==> src/rtl/bounce_shifter.sv <==
// One-hot LED pattern that moves one position per timer tick, bouncing between ends.
// Optional end dwell enabled by defining BOUNCE_SHIFTER_DWELL_EN.
module bounce_shifter #(
  parameter int WIDTH = 8,
  parameter int BCW   = 8
) (
  input  logic             clock,
  input  logic             reset,
  input  logic             enable,
  input  logic             tick,
  input  logic             dir_flip,
  output logic [WIDTH-1:0] leds,
  output logic             dir,
  output logic             at_edge,
  output logic [BCW-1:0]   bounces
);

`ifdef BOUNCE_SHIFTER_DWELL_EN
  typedef enum logic [1:0] {MOVE_L, MOVE_R, DWELL} state_t;
`else
  typedef enum logic [1:0] {MOVE_L, MOVE_R} state_t;
`endif

  state_t           state_q, state_d;
  logic [WIDTH-1:0] leds_q, leds_d;
  logic             dir_q, dir_d;
  logic             pend_q, pend_d;
  logic [BCW-1:0]   bnc_q, bnc_d;
  logic             in_dwell;
  logic             eff;
  logic [WIDTH-1:0] nxt;
  logic             hit_end;

`ifdef BOUNCE_SHIFTER_DWELL_EN
  assign in_dwell = (state_q == DWELL);
`else
  assign in_dwell = 1'b0;
`endif

  always_comb begin
    state_d = state_q;
    leds_d  = leds_q;
    dir_d   = dir_q;
    bnc_d   = bnc_q;
    pend_d  = pend_q ^ dir_flip;
    eff     = dir_q ^ pend_q;
    nxt     = leds_q;
    hit_end = 1'b0;
    if (tick && enable) begin
      // A flip arriving with the consuming tick is kept for the following tick.
      pend_d = dir_flip;
      if (in_dwell) begin
        state_d = dir_q ? MOVE_R : MOVE_L;
      end else begin
        if (leds_q[0])
          eff = 1'b0;
        else if (leds_q[WIDTH-1])
          eff = 1'b1;
        nxt     = eff ? (leds_q >> 1) : (leds_q << 1);
        leds_d  = nxt;
        dir_d   = eff;
        hit_end = nxt[0] | nxt[WIDTH-1];
        if (hit_end) begin
          dir_d = nxt[WIDTH-1];
          if (bnc_q != '1)
            bnc_d = bnc_q + 1'b1;
        end
        state_d = dir_d ? MOVE_R : MOVE_L;
`ifdef BOUNCE_SHIFTER_DWELL_EN
        if (hit_end)
          state_d = DWELL;
`endif
      end
    end
  end

  always_ff @(posedge clock or negedge reset) begin
    if (!reset) begin
      state_q <= MOVE_L;
      leds_q  <= WIDTH'(1);
      dir_q   <= 1'b0;
      pend_q  <= 1'b0;
      bnc_q   <= '0;
    end else begin
      state_q <= state_d;
      leds_q  <= leds_d;
      dir_q   <= dir_d;
      pend_q  <= pend_d;
      bnc_q   <= bnc_d;
    end
  end

  assign leds    = leds_q;
  assign dir     = dir_q;
  assign bounces = bnc_q;
  assign at_edge = leds_q[0] | leds_q[WIDTH-1];

endmodule
==> config.mk <==
export PLATFORM = sky130hd
export DESIGN_NAME = bounce_shifter
export DESIGN_NICKNAME = d
export VERILOG_FILES = /design/src/rtl/bounce_shifter.sv
export SDC_FILE = /design/constraint.sdc
export NUM_CORES = 1
export LEC_CHECK = 0
export BUFFER_PORTS_ARGS = -buffer_cell sky130_fd_sc_hd__buf_2
export CAP_MARGIN = 25
export CORE_MARGIN = 2
export CORE_UTILIZATION = 55
export CTS_CLUSTER_DIAMETER = 40
export DETAILED_ROUTE_END_ITERATION = 16
export PLACE_DENSITY = 0.82
export SETUP_SLACK_MARGIN = 0.2
export SYNTH_ARGS = -nofsm -noshare
export SYNTH_HDL_FRONTEND = slang
export SYNTH_SLANG_ARGS = --single-unit
==> constraint.sdc <==
create_clock -name clock -period 2.9 [get_ports clock]
set_input_delay 0.58 -clock clock [delete_from_list [all_inputs] [get_ports clock]]
set_output_delay 0.58 -clock clock [all_outputs]
set_load 0.03 [all_outputs]
==> impl_results.md, run 1 <==
* Power Density at 1018 mW/mm²
* GRT Total Usage at 18.82%
* Post-CTS setup buffers at 0
* Fin. Hold Viols at 0
* I/O pin cnt at 23
* Routed wire length at 1714 µm
* VDD IR max at 0.0006760 V
* Number of max-cap violations at 0
* Crit path DAT at 2.07 ns
* DR WL/cell at 13.29 µm
* Post-synth ARST share at 100.0%
* Kind of critical path: flip-flop to flip-flop
* Met1 Use GR at 25.45%
* Post-route ant nets at 0
* Clock buffer depth at 2
* Synth Area in Adders at 1.340%
* Synth Instances at 89
* Share of cells above drive strength 1 at 32.74%
* Busiest layer in global routing: met2
* Leak at 0.0005554 µW
* Via density at 5.527
* Total negative setup slack at 0 ns
* Compound-Gate Fraction of Synth Area at 12.20%
* Core area at 0.001541 mm²
* Fillers at 130
* Worst Setup Start Kind: flip-flop
* Peak Freq at 0.5325 GHz
* IO Port Bufs at 22
* Final setup fails at 0
* Ant. Diodes at 0
* Clock slew at reported path FFs at 0.10 ns
* RSZ-0062 raised after global routing: false
* Synth Area in XOR/XNOR at 7.373%
* Synth Cell Area at 933.4 µm²
* CTS tree: built
* Total grt overflow at 0
* Global-route wire length before repair at 2704 µm
* CP endpoint kind: flip-flop
* Yosys reg bits at 18
* Placed Instances at 125
* # rows at 14
* Layout Cells excl Fill at 129
* Worst-Margin Slew at 0.4797 ns
* Min Tclk post-route at 1.878 ns
* Layout area overhead at 16.89%
* Initial antenna violation count at 0
* Yosys cell types at 31
* CP Max Fanout at 10
* Synth Area in Simple Gates at 21.85%
* Syn_nets at 95
* Most common cell after layout, fill and taps aside: buf_2
* H-tree Lvls at 1
* DIE AREA at 0.002043 mm²
* Crit path required time at 3.10 ns
* Post-DP HPWL at 1275 µm
* Die height at 45.20 µm
* Routing usage on met2 at 28.29%
* Post-CTS sizing at 0
* Synth Area per Inst at 10.49 µm²
* Via count at 713
* Sequential share of the synthesized area at 48.39%
* NumNets Final at 120
* YS warnings at 0
* Root buf cell: clkbuf_4
* Max Slew Vio Count at 0
* Routability congestion estimate at 0.7545
* Pin count of the biggest net entering global routing at 19
* Cts-stage hold buffer count at 0
* Post-synth EDFFs at 0
* Ys flop type: dfrtp_1
* Mux cell area share after synthesis at 7.507%
* DRC violations left at 0
* 1st-iter DRT viols at 11
* Status: finished clean
* DRT Pass-1 Iters at 4
* Skew final at 0.001871 ns
* GR Util met3 at 2.400%
* Insertion delay to the later sink of the worst-skew pair at 0.30 ns
* Most frequent cells in the layout: buf_2, nand2_1, dfrtp_1
* Vias in the first global route at 650
* Period Utilization, post-route at 64.75%
* Sink Count at 18
* Hold Crit Class: input pin to asynchronous set/reset pin
* Die Wd at 45.20 µm
* CTS buffer count at 3
* Main combinational cell family by area after synthesis: simple AND/OR/NAND/NOR gates
* Slew margin rel. at 67.94%
* Starting density of the core at 60.55%
flip-flops by register name, summed over array words and instances (netlist names):
name     flops
bounces      8
leds         8
dir          1
pend_q       1
final cells by class:
class | instances | area [µm²] | area share [%]
Sequential cell | 18 | 451.7 | 41.40
Inverter | 1 | 3.754 | 0.3440
Multi-Input combinational cell | 68 | 469.2 | 43.00
Tap cell | 16 | 20.02 | 1.835
Clock buffer | 4 | 36.28 | 3.326
Timing Repair Buffer | 22 | 110.1 | 10.09
stage by stage:
step           instance area [µm²]  utilization [%]  total power [µW]  worst slack [ns]  hold slack, ns
4_1_cts                       1091            70.78              1115             1.021          0.1967
3_5_place_dp                  1055            68.43             959.8            0.8222          0.4799
6_report                      1091            70.78              1111             1.022          0.1820
5_1_grt                       1091            70.78              1169            0.9561          0.2216
2_1_floorplan                933.4                -             819.9            0.9571          0.2844
3_3_place_gp                  1055            68.43             944.4            0.8619          0.4667
power by group:
| group | internal (µW) | switching, µW |
|---|---|---|
| sequential | 328 | 100 |
| clock | 76.7 | 81.7 |
| combinational | 187 | 337 |
| total | 592 | 519 |
logic make-up after synthesis:
family / Yosys count
compound gates: 16
simple gates: 38
flops: 18
buf+inv: 3
fa+ha+maj: 1
xor+xnor: 7
mux: 6
critical path, stage by stage, from the launching register on:
cell,delay [ns]
dfstp_2,0.66
o21ai_0,0.19
a221oi_4,0.50
nor2_2,0.12
mux2_4,0.31
cells in the mapped netlist (2+ instances only):
cell type / n / area share, %
o21ai_0: 9 / 4.8
nor3_1: 3 / 1.6
nor2_2: 2 / 1.3
dfrtp_1: 17 / 46
nand3_1: 4 / 2.1
mux2i_1: 4 / 4.3
mux2_4: 2 / 3.2
xor2_1: 5 / 4.7
nand2_1: 19 / 7.6
nor3b_1: 2 / 1.6
and3_1: 2 / 1.3
worst paths after layout:
| path | cells past startpoint | startpoint | to | slack (ns) |
|---|---|---|---|---|
| min reg2reg | 1 | bounces[4] | bounces[4] | 0.49 |
| min in group clock | 2 | dir_flip | pend_q | 0.46 |
| max in group asynchronous | 1 | reset | leds[0] | 2.40 |
| max | 4 | leds[0] | bounces[1] | 1.02 |
| max reg2reg | 4 | leds[0] | bounces[1] | 1.02 |
| min | 1 | reset | leds[6] | 0.18 |
metal layers:
metal	vias up	routed length, µm
li1	356	-
met1	340	812
met2	12	797
met3	5	58
met4	0	45
met5	-	0
Power figures use the tool's default switching activity.
==> inputs of run 2 (changes only) <==
--- a/config.mk
+++ b/config.mk
@@ -8,10 +8,10 @@
 export BUFFER_PORTS_ARGS = -buffer_cell sky130_fd_sc_hd__buf_2
 export CAP_MARGIN = 25
 export CORE_MARGIN = 2
-export CORE_UTILIZATION = 55
+export CORE_UTILIZATION = 51
 export CTS_CLUSTER_DIAMETER = 40
 export DETAILED_ROUTE_END_ITERATION = 16
-export PLACE_DENSITY = 0.82
+export PLACE_DENSITY = 0.77
 export SETUP_SLACK_MARGIN = 0.2
 export SYNTH_ARGS = -nofsm -noshare
 export SYNTH_HDL_FRONTEND = slang
==> constraint.sdc (replaced) <==
create_clock -name clock -period 1.9 [get_ports clock]
set_input_delay 0.38 -clock clock [delete_from_list [all_inputs] [get_ports clock]]
set_output_delay 0.38 -clock clock [all_outputs]
set_load 0.03 [all_outputs]
==> run 2 against run 1 <==
Net effect: flip-flop and latch count did not move; non-clock buffer count rose by 7; utilization fell by 2.7 points; clock skew fell by 0.00064 ns; final cell count rose by 12%; cell area rose by 7.8%; register-to-register slack got worse by 0.80 ns; critical path depth rose by 1; clock power rose by 27%; sequential share of layout area fell by 2.9 points; critical path type unchanged; largest power group unchanged.
==> impl_results.md, run 2 (synthesis gave the netlist of run 1 again) <==
* Die height at 46.78 µm
* IO Port Bufs at 22
* Routability congestion estimate at 0.7072
* Crit path DAT at 1.87 ns
* DRC violations left at 0
* Crit path required time at 2.09 ns
* Vias in the first global route at 677
* Layout area overhead at 26.01%
* Most common cell after layout, fill and taps aside: buf_2
* Sink Count at 18
* Total negative setup slack at 0 ns
* Slew margin rel. at 73.93%
* Largest delay contributor family on the critical path: flip-flops
* CP Max Fanout at 7
* GRT Total Usage at 19.81%
* Initial antenna violation count at 0
* Post-route ant nets at 0
* DR WL/cell at 12.62 µm
* Routed wire length at 1830 µm
* Final setup fails at 0
* Clock slew at reported path FFs at 0.10 ns
* CP bufs+invs at 0
* H-tree Lvls at 1
* VDD IR max at 0.0009192 V
* Clock buffer depth at 2
* Worst Hold End: pend_q
* Place WS at 0.08448 ns
* Starting density of the core at 54.06%
* Max Slew Vio Count at 0
* Worst reg2reg path depth at 5
* I/O pin cnt at 23
* Ant. Diodes at 0
* CTS buffer count at 3
* Via count at 724
* Fin. Hold Viols at 0
* Pin count of the biggest net entering global routing at 19
* Critical-path top delay cell: dfrtp_2
* Min Tclk post-route at 1.680 ns
* Status: finished clean
* Leak at 0.0005883 µW
* NumNets Final at 127
* Stages on the worst setup path at 5
* Worst flop-to-flop path endpoint: bounces[1]
* Number of max-cap violations at 0
* Reg2reg start: dir
* Period Utilization, post-route at 88.43%
* CP endpoint kind: flip-flop
* Total grt overflow at 0
* RSZ-0062 raised after global routing: true
* Fillers at 152
* Worst Setup Start Kind: flip-flop
* # rows at 15
* DRT Pass-1 Iters at 4
* HP Start: dir_flip
* DIE AREA at 0.002188 mm²
* Most frequent cells in the layout: buf_2, nand2_1, dfrtp_1
* Worst-Margin Slew at 0.3910 ns
* Critical-path cell list: xnor2_4 -> nor4b_4 -> a221oi_4 -> nor2_2 -> mux2_4
* Global-route wire length before repair at 3049 µm
* R2R setup slack at 0.22 ns
* Via density at 4.993
* Power Density at 1523 mW/mm²
* Post-route setup slack at 0.2198 ns
* Die Wd at 46.78 µm
* Kind of critical path: flip-flop to flip-flop
* Root buf cell: clkbuf_4
* Insertion delay to the later sink of the worst-skew pair at 0.29 ns
* Worst hold path stage count at 2
* Skew final at 0.001229 ns
* Final core occ at 68.12%
* Post-DP HPWL at 1328 µm
* Hold Crit Class: input pin to flip-flop
* Core area at 0.001727 mm²
* Post-DP Area at 0.001105 mm²
* 1st-iter DRT viols at 12
* Peak Freq at 0.5952 GHz
* Final Instance Area at 0.001176 mm²
* CTS tree: built
* Crit-path max cell delay at 0.46 ns
* Share of cells above drive strength 1 at 36.67%
==> run 2: layout make-up <==
class                           instances  area (µm²)  area share [%]
Timing Repair Buffer                   29       162.7           13.83
Tap cell                               25       31.28           2.660
Multi-Input combinational cell         68       499.2           42.45
Clock buffer                            4       26.28           2.234
Sequential cell                        18       452.9           38.51
Inverter                                1       3.754          0.3191
==> run 2: how the worst max path moves through the flow <==
stage,startpoint,endpoint,slack (ns)
after floorplan,leds[0],bounces[1],0.16
after global placement,tick,bounces[1],0.11
after detailed placement,tick,bounces[1],0.08
after CTS,leds[0],bounces[1],0.21
after global routing,dir,bounces[1],0.14
final,dir,bounces[1],0.22
==> run 2: metrics by stage <==
step           power (µW)  hold WS [ns]  instances
6_report             1791        0.2588        145
3_3_place_gp         1483        0.3235        136
3_5_place_dp         1513        0.3235        136
2_1_floorplan        1298       0.08441         89
5_1_grt              1903        0.2783        145
4_1_cts              1767        0.2573        144
==> run 2: report_power, final <==
group	internal [µW]	leakage (µW)	switching, µW	total [µW]
logic	370	0.000337	551	921
clock network	81.8	0.0000150	119	201
registers	502	0.000236	167	669
==> run 2: timing repair <==
item / CTS / global route
pin swaps: 1 / 2
endpoints found under the setup margin: 2 / 9
endpoints found under the hold margin: 17 / 0
hold buffers: 1 / 0
setup buffers: 3 / 1
gates resized for setup: 0 / 1
==> run 2: layer usage <==
layer	wire length, µm	GRT usage (%)	up-vias
met4	36	10.00	0
met2	822	29.04	16
met1	905	28.99	331
li1	-	-	372
met3	65	2.308	5
met5	0	0	-
==> inputs of run 3 (changes only) <==
--- a/config.mk
+++ b/config.mk
@@ -13,6 +13,7 @@
 export DETAILED_ROUTE_END_ITERATION = 16
 export PLACE_DENSITY = 0.77
 export SETUP_SLACK_MARGIN = 0.2
+export SLEW_MARGIN = 10
 export SYNTH_ARGS = -nofsm -noshare
 export SYNTH_HDL_FRONTEND = slang
 export SYNTH_SLANG_ARGS = --single-unit
==> constraint.sdc (replaced) <==
create_clock -name clock -period 1.9 [get_ports clock]
set_input_delay 0.095 -clock clock [delete_from_list [all_inputs] [get_ports clock]]
set_output_delay 0.095 -clock clock [all_outputs]
set_load 0.03 [all_outputs]
==> run 3 against run 2 <==
Net effect: first-iteration DRC count fell by 58%; critical path depth is the same; hold slack worse by 0.013 ns; count of clock-buffer cells in the layout did not move; register-to-register slack barely moved; maximum frequency increased by 0.52%; final cell count increased by 2.1%; utilization grew 3.4 points; total power up 1.3%; clock power up 18%; routed wire length grew 13%; setup slack improved by 0.0087 ns; largest cell class unchanged; largest power group unchanged.
==> impl_results.md, run 3 (synthesis gave the netlist of run 1 again) <==
* Crit path required time at 2.08 ns
* DR WL/cell at 13.98 µm
* CTS tree: built
* Crit path from: leds[0]
* Routed wire length at 2069 µm
* H-tree Lvls at 1
* Core area at 0.001727 mm²
* Total negative setup slack at 0 ns
* Fillers at 146
* Post-route ant nets at 0
* Number of max-cap violations at 0
* P_sw at 837.4 µW
* Pin count of the biggest net entering global routing at 19
* Worst reg2reg path depth at 5
* Post-DP HPWL at 1290 µm
* Clock slew at reported path FFs at 0.11 ns
* Worst-Margin Slew at 0.4232 ns
* DRT Pass-1 Iters at 4
* Via density at 5.169
* Crit path DAT at 1.85 ns
* Worst flop-to-flop path endpoint: bounces[3]
* GRT Total Usage at 20.02%
* # rows at 15
* CP endpoint kind: flip-flop
* Share of cells above drive strength 1 at 43.09%
* Most common cell after layout, fill and taps aside: buf_2
* Place WS at 0.1673 ns
* Worst Setup Start Kind: flip-flop
* Routability congestion estimate at 0.7520
* R2R setup slack at 0.23 ns
* IO Port Bufs at 22
* Final setup fails at 0
* Total grt overflow at 0
* Slew margin rel. at 71.78%
* Global-route wire length before repair at 2994 µm
* P_int at 976.4 µW
* Max Slew Vio Count at 0
* Die height at 46.78 µm
* RSZ-0062 raised after global routing: true
* NumNets Final at 130
* Period Utilization, post-route at 87.97%
* Via count at 765
* CP Max Fanout at 8
* Kind of critical path: flip-flop to flip-flop
* Critical-path top delay cell: dfstp_2
* Reg power frac at 37.4%
* Ant. Diodes at 0
* DRC violations left at 0
* Die Wd at 46.78 µm
* Power Density at 1469 mW/mm²
* Sw Share at 46.17%
* Leak at 0.0006058 µW
* Vias in the first global route at 696
* Clk pwr share at 13.1%
* Insertion delay to the later sink of the worst-skew pair at 0.29 ns
* DIE AREA at 0.002188 mm²
* 1st-iter DRT viols at 5
* Reg2reg start: leds[0]
* Tot Pwr at 1814 µW
* Hold Crit Class: input pin to asynchronous set/reset pin
* Fin. Hold Viols at 0
* Initial antenna violation count at 0
* Skew final at 0.004286 ns
* Placed Instances at 135
* Layout area overhead at 32.31%
* Peak Freq at 0.5983 GHz
* Starting density of the core at 54.06%
* Sink Count at 18
* Root buf cell: clkbuf_4
* CTS buffer count at 3
* Logic pwr share at 49.5%
* VDD IR max at 0.001114 V
* Crit-path max cell delay at 0.67 ns
* Clock buffer depth at 2
* Status: finished clean
* Layout Cells excl Fill at 148
* I/O pin cnt at 23
* Post-route setup slack at 0.2286 ns
* Critical-path cell list: o21ai_4 -> a221oi_4 -> buf_4 -> nor3_2 -> xor2_1
* Most frequent cells in the layout: buf_2, nand2_1, dfrtp_1
* Min Tclk post-route at 1.671 ns
==> run 3: how the worst max path moves through the flow <==
stage,endpoint,slack [ns],depth (start not counted)
5_1_grt,bounces[1],0.17,4
4_1_cts,bounces[2],0.18,6
2_1_floorplan,bounces[1],0.16,5
3_3_place_gp,bounces[1],0.22,5
6_report,bounces[3],0.23,5
3_5_place_dp,bounces[1],0.17,4
==> run 3: power groups by stage <==
stage | Sequential [µW] | Combinational [µW] | Clock [µW]
finish | 678 | 898 | 237
global route | 698 | 970 | 259
CTS | 675 | 846 | 242
detailed placement | 684 | 820 | 0
global placement | 671 | 812 | 0
floorplan | 849 | 449 | 0
==> run 3: worst max-delay path: cells and delay by family, from the launching register on <==
family	cells	cell delay, ns
xor+xnor	1	0.14
buf+inv	1	0.20
compound gates	2	0.50
simple gates	1	0.05
flops	1	0.67
==> run 3: area by class of cell <==
cell class                      instances  area (µm²)  share of cell area, %
Clock buffer                            4       36.28                  2.938
Inverter                                1       3.754                 0.3040
Multi-Input combinational cell         68       519.2                  42.05
Sequential cell                        18       454.2                  36.78
Tap cell                               25       31.28                  2.533
Timing Repair Buffer                   32       190.2                  15.40
==> run 3: timing repair <==
| item | CTS | global route |
|---|---|---|
| resized for setup | 0 | 7 |
| pin swaps | 1 | 2 |
| setup buffers | 4 | 3 |
| gates cloned | 0 | 0 |
| endpoints found under the setup margin | 2 | 7 |
| hold buffers | 2 | 0 |
| endpoints found under the hold margin | 18 | 0 |
==> run 3: stage by stage <==
stage | util (%) | instance area (µm²) | hold slack [ns]
detailed placement | 63.55 | 1097 | 0.04274
CTS | 68.55 | 1184 | 0.2518
floorplan | - | 963.4 | -0.2006
global route | 71.52 | 1235 | 0.2974
finish | 71.52 | 1235 | 0.2463
global placement | 63.55 | 1097 | 0.04609
==> run 3: routing by layer <==
metal  track usage [%]  routed length, µm  vias to the layer above
met5                 0                  0                        -
met4             11.67                 22                        0
met3             2.308                 48                        2
met2             31.23               1037                       11
met1             26.98                961                      373
li1                  -                  -                      379
